**src/rtl/imem_port_arbiter.sv**
```systemverilog
// rtl/imem_port_arbiter.sv - single-port instruction memory arbiter between fetch and loader/debug port.
// Optional IMEM_ARB_BOUND_CHECK_EN: reject out-of-range addresses (NOP read data, dropped write, l_err pulse).
module imem_port_arbiter #(
  parameter int          ADDR_W       = 8,
  parameter int          STARVE_LIMIT = 4,
  parameter logic [31:0] NOP_WORD     = 32'h00000013
) (
  input  logic              clk,
  input  logic              rst,
  input  logic              f_req_valid,
  output logic              f_req_ready,
  input  logic [31:0]       f_addr,
  output logic              f_rsp_valid,
  output logic [31:0]       f_rsp_data,
  input  logic              l_req_valid,
  output logic              l_req_ready,
  input  logic              l_we,
  input  logic [31:0]       l_addr,
  input  logic [31:0]       l_wdata,
  input  logic              l_lock,
  output logic              l_rsp_valid,
  output logic [31:0]       l_rsp_data,
`ifdef IMEM_ARB_BOUND_CHECK_EN
  output logic              l_err,
`endif
  output logic              m_en,
  output logic              m_we,
  output logic [ADDR_W-1:0] m_addr,
  output logic [31:0]       m_wdata,
  input  logic [31:0]       m_rdata
);

  localparam int CNT_W = (STARVE_LIMIT > 0) ? $clog2(STARVE_LIMIT + 1) : 1;
  localparam logic [CNT_W-1:0] LIMIT = CNT_W'(STARVE_LIMIT);

  typedef enum logic {RUN, LOCKED} state_t;

  state_t            state_q, state_d;
  logic [CNT_W-1:0]  cnt_q, cnt_d;
  logic              rd_f_q, rd_l_q;
  logic              rd_f_d, rd_l_d;
  logic [31:0]       f_hold_q, l_hold_q;
  logic              locked;
  logic              grant_f, grant_l;
  logic              oor;
  logic              go;
  logic [31:0]       rsp_word;

`ifdef IMEM_ARB_BOUND_CHECK_EN
  logic              nop_q, err_q;
  logic              unused_addr_bits;
  assign unused_addr_bits = ^{f_addr[1:0], l_addr[1:0]};
  assign oor      = grant_l ? (|l_addr[31:ADDR_W+2]) : (|f_addr[31:ADDR_W+2]);
  assign rsp_word = nop_q ? NOP_WORD : m_rdata;
  assign l_err    = err_q && !rst;
`else
  logic              unused_addr_bits;
  assign unused_addr_bits = ^{f_addr[31:ADDR_W+2], f_addr[1:0],
                              l_addr[31:ADDR_W+2], l_addr[1:0]};
  assign oor      = 1'b0;
  assign rsp_word = m_rdata;
`endif

  // Lock takes effect in the cycle l_lock rises; release is seen one cycle after it falls.
  always_comb begin
    state_d = state_q;
    cnt_d   = cnt_q;
    locked  = (state_q == LOCKED) || l_lock;
    grant_l = 1'b0;
    grant_f = 1'b0;

    case (state_q)
      RUN:     if (l_lock)  state_d = LOCKED;
      LOCKED:  if (!l_lock) state_d = RUN;
      default: state_d = RUN;
    endcase

    if (!rst) begin
      grant_l = l_req_valid && (locked || !f_req_valid || cnt_q >= LIMIT);
      grant_f = f_req_valid && !locked && !grant_l;
    end

    if (!l_req_valid || grant_l) begin
      cnt_d = '0;
    end else if (cnt_q < LIMIT) begin
      cnt_d = cnt_q + 1'b1;
    end
  end

  assign f_req_ready = grant_f;
  assign l_req_ready = grant_l;
  assign go          = (grant_f || grant_l) && !oor;

  always_comb begin
    m_en    = go;
    m_we    = go && grant_l && l_we;
    m_addr  = '0;
    m_wdata = '0;
    if (go) begin
      m_addr = grant_l ? l_addr[ADDR_W+1:2] : f_addr[ADDR_W+1:2];
    end
    if (go && grant_l && l_we) begin
      m_wdata = l_wdata;
    end
  end

  // Owner bits route next-cycle read data; out-of-range reads still respond.
  assign rd_f_d = grant_f;
  assign rd_l_d = grant_l && !l_we;

  assign f_rsp_valid = rd_f_q && !rst;
  assign l_rsp_valid = rd_l_q && !rst;
  assign f_rsp_data  = f_rsp_valid ? rsp_word : f_hold_q;
  assign l_rsp_data  = l_rsp_valid ? rsp_word : l_hold_q;

  always_ff @(posedge clk) begin
    if (rst) begin
      state_q  <= RUN;
      cnt_q    <= '0;
      rd_f_q   <= 1'b0;
      rd_l_q   <= 1'b0;
      f_hold_q <= '0;
      l_hold_q <= '0;
    end else begin
      state_q <= state_d;
      cnt_q   <= cnt_d;
      rd_f_q  <= rd_f_d;
      rd_l_q  <= rd_l_d;
      if (rd_f_q) f_hold_q <= rsp_word;
      if (rd_l_q) l_hold_q <= rsp_word;
    end
  end

`ifdef IMEM_ARB_BOUND_CHECK_EN
  always_ff @(posedge clk) begin
    if (rst) begin
      nop_q <= 1'b0;
      err_q <= 1'b0;
    end else begin
      nop_q <= oor && (grant_f || grant_l);
      err_q <= oor && grant_l;
    end
  end
`endif

endmodule

```
**config.mk**
```make
export PLATFORM = sky130hd
export DESIGN_NAME = imem_port_arbiter
export DESIGN_NICKNAME = d
export VERILOG_FILES = /design/src/rtl/imem_port_arbiter.sv
export SDC_FILE = /design/constraint.sdc
export NUM_CORES = 1
export LEC_CHECK = 0
export CAP_MARGIN = 15
export CELL_PAD_IN_SITES_DETAIL_PLACEMENT = 0
export CELL_PAD_IN_SITES_GLOBAL_PLACEMENT = 1
export CORE_UTILIZATION = 23
export CTS_BUF_LIST = sky130_fd_sc_hd__clkbuf_8
export CTS_CLUSTER_SIZE = 8
export DETAILED_ROUTE_END_ITERATION = 8
export GPL_ROUTABILITY_DRIVEN = 0
export PLACE_DENSITY = 0.87
export SLEW_MARGIN = 20
export SYNTH_ARGS = -nofsm -noshare
export SYNTH_HDL_FRONTEND = slang
export SYNTH_SLANG_ARGS = --single-unit
```
**constraint.sdc**
```tcl
create_clock -name clk -period 1.4 [get_ports clk]
set_input_delay 0.21 -clock clk [delete_from_list [all_inputs] [get_ports clk]]
set_output_delay 0.21 -clock clk [all_outputs]
set_load 0.01 [all_outputs]
```
==> run_results.csv, run 1 <==
group,metric,value,unit
worst_setup_path,worstPathRequired,1190,ps
finish,fin_nets,742,
synthesis,syn_inst,349,
hold_path,hold_class,"in -> reg",
clock_tree,cts_made_buffers,9,
floorplanning,start_util,23.4,%
power_and_ir_drop,p_sw,1.27,mW
finish,syn_to_final_growth,103,%
finish,n_antenna_cell,0,
power_and_ir_drop,p_leak,3.17,nW
power_and_ir_drop,cellPowerDensity,759,mW/mm^2
power_and_ir_drop,p_comb_share,22.7,%
synthesis,async_flop_share,0,%
placement,postPlaceCellArea,0.00615,sq mm
synthesis,synth-main-ff-cell,"dfxtp_1",
routing,routed_wl,12900,um
global_route,grt_start_max_net_pins,55,
timing,max_freq,0.507,GHz
global_route,antenna_found_initial,0,
synthesis,synth_top_area_share,39.5,%
power_and_ir_drop,intPower,4.19,mW
worst_setup_path,critPathCaptureType,"output port",
placement,dp_slack,-1080,ps
timing,finalHoldViolCount,0,
clock_tree,postCtsHoldBufs,0,
power_and_ir_drop,pwr-share-clk,39.1,%
finish,drive_gt1_share,51.5,%
floorplanning,die_area,0.0159,sq mm
worst_setup_path,crit_type,"in -> out",
synthesis,syn-mean-instance-area,10.2,sq um
floorplanning,coreArea,0.0151,sq mm
timing,maxSlewViolCount,0,
routing,via_per_inst,4.44,
power_and_ir_drop,sw_frac_of_total,23.3,%
clock_tree,htree_levels,3,
finish,final_cell_area,0.00720,sq mm
placement,hpwl,8280,um
timing,finClkSkew,11.0,ps
floorplanning,fp-row-count,45,
finish,multi_input_area,0.00238,sq mm
routing,drt_iter0_markers,110,
timing,relSlewSlack,61.7,%
run,drv_cap,0,
power_and_ir_drop,peakVddDrop,0.349,mV
routing,wl_per_cell,16.1,um
worst_setup_path,start_kind,"input pin",
placement,port_buffers,195,
floorplanning,fp.dieW,126,um
run_status,status,"finished, violations left",
clock_tree,cts_tree,"yes",
global_route,grt_pass1_vias,3771,
routing,first_pass_iters,4,
clock_tree,cts_root_buf,"clkbuf_8",
timing,finalSetupViolations,109,
synthesis,yosys_warnings,0,
synthesis,synth_fp_nets,484,
routing,final_antenna_net_count,0,
global_route,grt_pass1_wl,19300,um
synthesis,netlist_area,0.00355,sq mm
clock_tree,cts.clk_slew.worst_paths,70,ps
timing,period_share,141,%
timing,period_minus_slack,1970,ps
timing,fin_ws,-570,ps
clock_tree,clk_latency,350,ps
synthesis,ys_types,23,
finish,fin_util,47.5,%
timing,worst_pin_slew,575,ps
global_route,grt_overflow,0,
synthesis,synth.area.top_cells,"dfxtp_1 39%, mux2_2 19%, mux2i_1 18%, nor2_1 6.9%, and2_1 6.0%",
floorplanning,io_pins,244,
synthesis,synth-seq-cells,70,
clock_tree,max-clock-path-buffers,2,
routing,num_vias,3551,
worst_setup_path,crit_fanout,5,
synthesis,ys_seq_area_share,39.5,%
finish,nFillCells,1362,
power_and_ir_drop,pwr-share-seq,38.1,%
run_status,violations,"setup timing",
floorplanning,die_h,126,um
clock_tree,cts.sinks,70,
worst_setup_path,cp.arrival,1760,ps
synthesis,synth_edf_count,0,
timing,rsz0062_at_grt,"true",
synthesis,synth_top_cell_by_area,"dfxtp_1",
global_route,gr-usage-all-layers,15.8,%
routing,drc,0,
finish,regArea,0.00141,sq mm
[kinds of logic (layout without fill, tap and decap cells)]
| family | after synthesis | after routing | synth area share, % |
|---|---|---|---|
| multiplexers | 128 | 128 | 38.3 |
| AND/OR/NAND/NOR | 109 | 110 | 15.0 |
| flip-flops | 70 | 70 | 39.5 |
| buffers and inverters | 30 | 292 | 3.91 |
| AO/OA/AOI/OAI | 11 | 11 | 2.89 |
| adder cells (fa/ha/maj) | 1 | 1 | 0.352 |
[cells in the final DEF, fill, tap and decap left out, types with 2 or more instances in the layout]
| cell type | n |
|---|---|
| and2_1 | 4 |
| buf_6 | 120 |
| mux2i_1 | 64 |
| buf_4 | 39 |
| nor2_1 | 64 |
| buf_2 | 12 |
| bufinv_16 | 4 |
| nor2_4 | 2 |
| inv_1 | 2 |
| clkdlybuf4s50_1 | 83 |
| and2_4 | 30 |
| dfxtp_1 | 66 |
| mux2_2 | 5 |
| dfxtp_2 | 3 |
| buf_8 | 3 |
| clkbuf_8 | 9 |
| buf_12 | 14 |
| a22o_1 | 8 |
| mux2_4 | 59 |
[cell usage after synthesis, types with 2 or more instances]
| cell | n |
|---|---|
| mux2i_1 | 64 |
| mux2_1 | 4 |
| nand2b_1 | 2 |
| nor2b_1 | 2 |
| buf_1 | 4 |
| clkbuf_1 | 8 |
| and2_1 | 34 |
| a22o_1 | 8 |
| nor3_1 | 2 |
| inv_1 | 2 |
| mux2_2 | 60 |
| buf_2 | 15 |
| nor2_1 | 65 |
| dfxtp_1 | 70 |
[metal layers]
layer | global-route usage (%) | vias up | routed length, um
met5 | 0 | - | 0
met4 | 5.17 | 0 | 153
met3 | 3.95 | 14 | 728
met2 | 30.7 | 132 | 7080
met1 | 16.3 | 1695 | 4920
li1 | - | 1710 | -
[final cells by class]
type	count	area share (%)
Timing Repair Buffer	274	40.3
Multi-Input combinational cell	250	33.1
Sequential cell	70	19.6
Tap cell	188	3.27
Clock inverter	7	1.91
Clock buffer	9	1.72
Inverter	2	0.139
[what timing repair did]
action                     CTS  global route
pin swaps                   11            37
cloned                       8             1
resized for setup          548           122
buffers inserted            28             7
setup endpoints to repair  110           131
[metrics by stage]
stage                     power (mW)  TNS (ps)  instances  hold WS, ps
after floorplan                 2.53     -1620        349          289
after global placement          3.18    -64570        752          418
after detailed placement        3.21    -66200        752          452
after CTS                       5.45    -51270        804          285
after global routing            5.72    -52680        800          293
final                           5.46    -45130        800          307
[flip-flops by register name, summed over array words and instances, names as in the netlist]
| name | count |
|---|---|
| rd_l_q | 1 |
| state_q | 1 |
| f_hold_q | 32 |
| l_hold_q | 32 |
| rd_f_q | 1 |
| cnt_q | 3 |
[power by group through the flow]
| stage | combinational, mW | clock (mW) | sequential, mW |
|---|---|---|---|
| finish | 1.24 | 2.14 | 2.08 |
| global route | 1.32 | 2.32 | 2.09 |
| CTS | 1.16 | 2.21 | 2.08 |
| detailed placement | 1.08 | 0 | 2.13 |
| global placement | 1.06 | 0 | 2.12 |
| floorplan | 0.416 | 0 | 2.12 |
[path summary, 6_finish.rpt]
kind | endpoint | cells past startpoint | start | slack, ps
hold / removal | rd_f_q | 3 | rst | 310
setup / recovery | m_addr[5] | 6 | f_req_valid | -570
hold reg to reg | cnt_q[0] | 1 | cnt_q[0] | 450
setup reg to reg | cnt_q[2] | 5 | state_q | 20
[critical path: stages]
cell	delay (ps)
clkdlybuf4s50_1	480
or3b_4	420
a211oi_4	220
buf_6	150
a22o_1	140
buf_2	130
(Power assumes the default switching activity.)
==> run 2: changes to the inputs <==
- CORE_UTILIZATION: 23 -> 26
- PLACE_DENSITY: 0.87 -> 0.92
- clock period: 1.4 -> 2.05 ns (I/O delays scaled with it)
==> run 2 against run 1 <==
Against the previous run:
- the flow still finishes with violations (setup timing)
- global-route usage increased by 0.47 points
- cell area shrank 13%
- non-clock buffer count shrank 43
- hold slack better by 140 ps
- clock skew about the same
- combinational power fell by 44%
- critical path depth is 1 lower
- setup slack better by 540 ps
==> run_results.csv, run 2 (synthesis gave the netlist of run 1 again) <==
group,metric,value,unit
clock_tree,cts.clk_slew.worst_paths,80,ps
global_route,grt_pass1_vias,3532,
global_route,grt_start_max_net_pins,33,
clock_tree,max-clock-path-buffers,2,
power_and_ir_drop,peakVddDrop,0.317,mV
clock_tree,cts_made_buffers,9,
finish,drive_gt1_share,39.6,%
worst_setup_path,crit_end,"l_rsp_data[18]",
worst_setup_path,crit_chain,"nor2b_4 -> buf_6 -> buf_16 -> mux2_2 -> buf_2",
clock_tree,cts.sinks,70,
timing,relSlewSlack,58.7,%
worst_setup_path,critPathLaunch,"rd_l_q",
worst_setup_path,cp.arrival,1780,ps
floorplanning,fp.dieW,119,um
run_status,violations,"setup timing",
routing,wl_per_cell,15.7,um
worst_setup_path,crit_type,"reg -> out",
floorplanning,coreArea,0.0133,sq mm
timing,max_freq,0.480,GHz
timing,hold_ws,448,ps
finish,layout_common_cells,"83 x clkdlybuf4s50_1, 67 x dfxtp_1, 64 x mux2i_1, 64 x nor2_1, 53 x mux2_2",
clock_tree,postCtsHoldBufs,0,
power_and_ir_drop,p_leak,2.82,nW
floorplanning,start_util,26.7,%
finish,nFillCells,1224,
timing,period_share,102,%
global_route,grt_pass1_wl,17900,um
timing,worst_pin_slew,620,ps
hold_path,hold_class,"reg -> reg",
timing,period_minus_slack,2080,ps
worst_setup_path,reg2reg_slack,720,ps
placement,port_buffers,195,
worst_setup_path,r2r_cells,3,
floorplanning,io_pins,244,
worst_setup_path,crit_fanout,9,
timing,rsz0062_at_grt,"true",
finish,layout_commonest_cell,"clkdlybuf4s50_1",
worst_setup_path,crit_slowest_cell,"dfxtp_2",
worst_setup_path,path_buf_inv,3,
clock_tree,cts_root_buf,"clkbuf_8",
global_route,gr-usage-all-layers,16.3,%
routing,first_pass_iters,4,
timing,finalHoldViolCount,0,
timing,finClkSkew,11.4,ps
finish,n_antenna_cell,0,
finish,top_regs,"f_hold_q (32), l_hold_q (32), cnt_q (3)",
clock_tree,htree_levels,3,
clock_tree,cts_tree,"yes",
worst_setup_path,rr_endpoint,"f_hold_q[5]",
worst_setup_path,critPathMaxStageDelay,340,ps
timing,fin_ws,-32.5,ps
routing,num_vias,3381,
worst_setup_path,worstPathRequired,1740,ps
routing,drc,0,
timing,finalSetupViolations,10,
routing,drt_iter0_markers,96,
routing,via_per_inst,4.54,
worst_setup_path,critPathCaptureType,"output port",
placement,hpwl,7990,um
finish,syn_to_final_growth,75.8,%
routing,routed_wl,11700,um
floorplanning,fp-row-count,42,
worst_setup_path,cp_top_family,"buffers and inverters",
global_route,grt_overflow,0,
timing,maxSlewViolCount,0,
worst_setup_path,path_depth,5,
run,drv_cap,0,
finish,fin_nets,698,
timing,finalSetupTns,-127,ps
run_status,status,"finished, violations left",
hold_path,min_from,"cnt_q[0]",
global_route,antenna_found_initial,0,
floorplanning,die_h,119,um
worst_setup_path,r2r-start,"rd_f_q",
routing,final_antenna_net_count,0,
power_and_ir_drop,cellPowerDensity,524,mW/mm^2
clock_tree,clk_latency,340,ps
worst_setup_path,start_kind,"register",
floorplanning,die_area,0.0141,sq mm
[run 2: changes by cell type in the layout (fill, tap and decap cells not counted), sizes merged]
cell	delta
nor2	-1
buf	-107
dlygate4sd2	+33
dlymetal6s2s	+1
clkdlybuf4s15	+2
inv	+2
bufinv	-3
clkbuf	+27
bufbuf	+2
[run 2: report_power, final]
group	switching (mW)	internal, mW
combinational	0.279	0.414
clock	0.556	0.604
sequential	0.0209	1.40
[run 2: worst min path at each step]
| stage | end | slack, ps | cells after the start |
|---|---|---|---|
| 6_report | cnt_q[0] | 450 | 1 |
| 5_1_grt | f_hold_q[15] | 450 | 3 |
| 4_1_cts | f_hold_q[20] | 440 | 3 |
| 3_5_place_dp | cnt_q[0] | 440 | 1 |
| 3_3_place_gp | cnt_q[0] | 410 | 1 |
| 2_1_floorplan | rd_l_q | 390 | 1 |
[run 2: layer usage]
metal,up-vias,track usage [%],part of all wire [%]
met5,-,0,0
met4,0,6.25,1.8
met3,15,4.17,6.7
met2,141,31.2,54
met1,1601,16.7,37
li1,1624,-,-
[run 2: what timing repair did]
action                     4_1_cts  5_1_grt
resized for setup              327       72
setup endpoints to repair      108       67
gates cloned                     7        1
hold endpoints to repair         0        0
setup buffers                    7        2
pin swaps                       26        9
[run 2: cell type report]
| cell class | count | area (sq um) | area share (%) |
|---|---|---|---|
| clock buffers | 10 | 138 | 2.20 |
| inverters | 2 | 7.51 | 0.120 |
| multi-input cells | 249 | 2160 | 34.6 |
| well taps | 176 | 220 | 3.53 |
| repair buffers | 231 | 2240 | 35.9 |
| flip-flops and latches | 70 | 1410 | 22.5 |
| clock inverters | 6 | 68.8 | 1.10 |
[run 2: worst reg2reg max path, delay by kind of cell (launching register included)]
kind          cells  cell delay, ps
buf+inv           1             520
flops             1             360
mux               1             280
simple gates      1              50
[run 2: per-stage QoR]
step	instances	setup slack, ps	util (%)	cell area, sq um	power [mW]
5_1_grt	744	-117	47.0	6240	3.44
4_1_cts	742	-133	47.0	6250	3.31
3_3_place_gp	712	-541	43.6	5800	2.11
6_report	744	-32.5	47.0	6240	3.27
3_5_place_dp	712	-575	43.6	5800	2.12
2_1_floorplan	349	289	-	3550	1.71
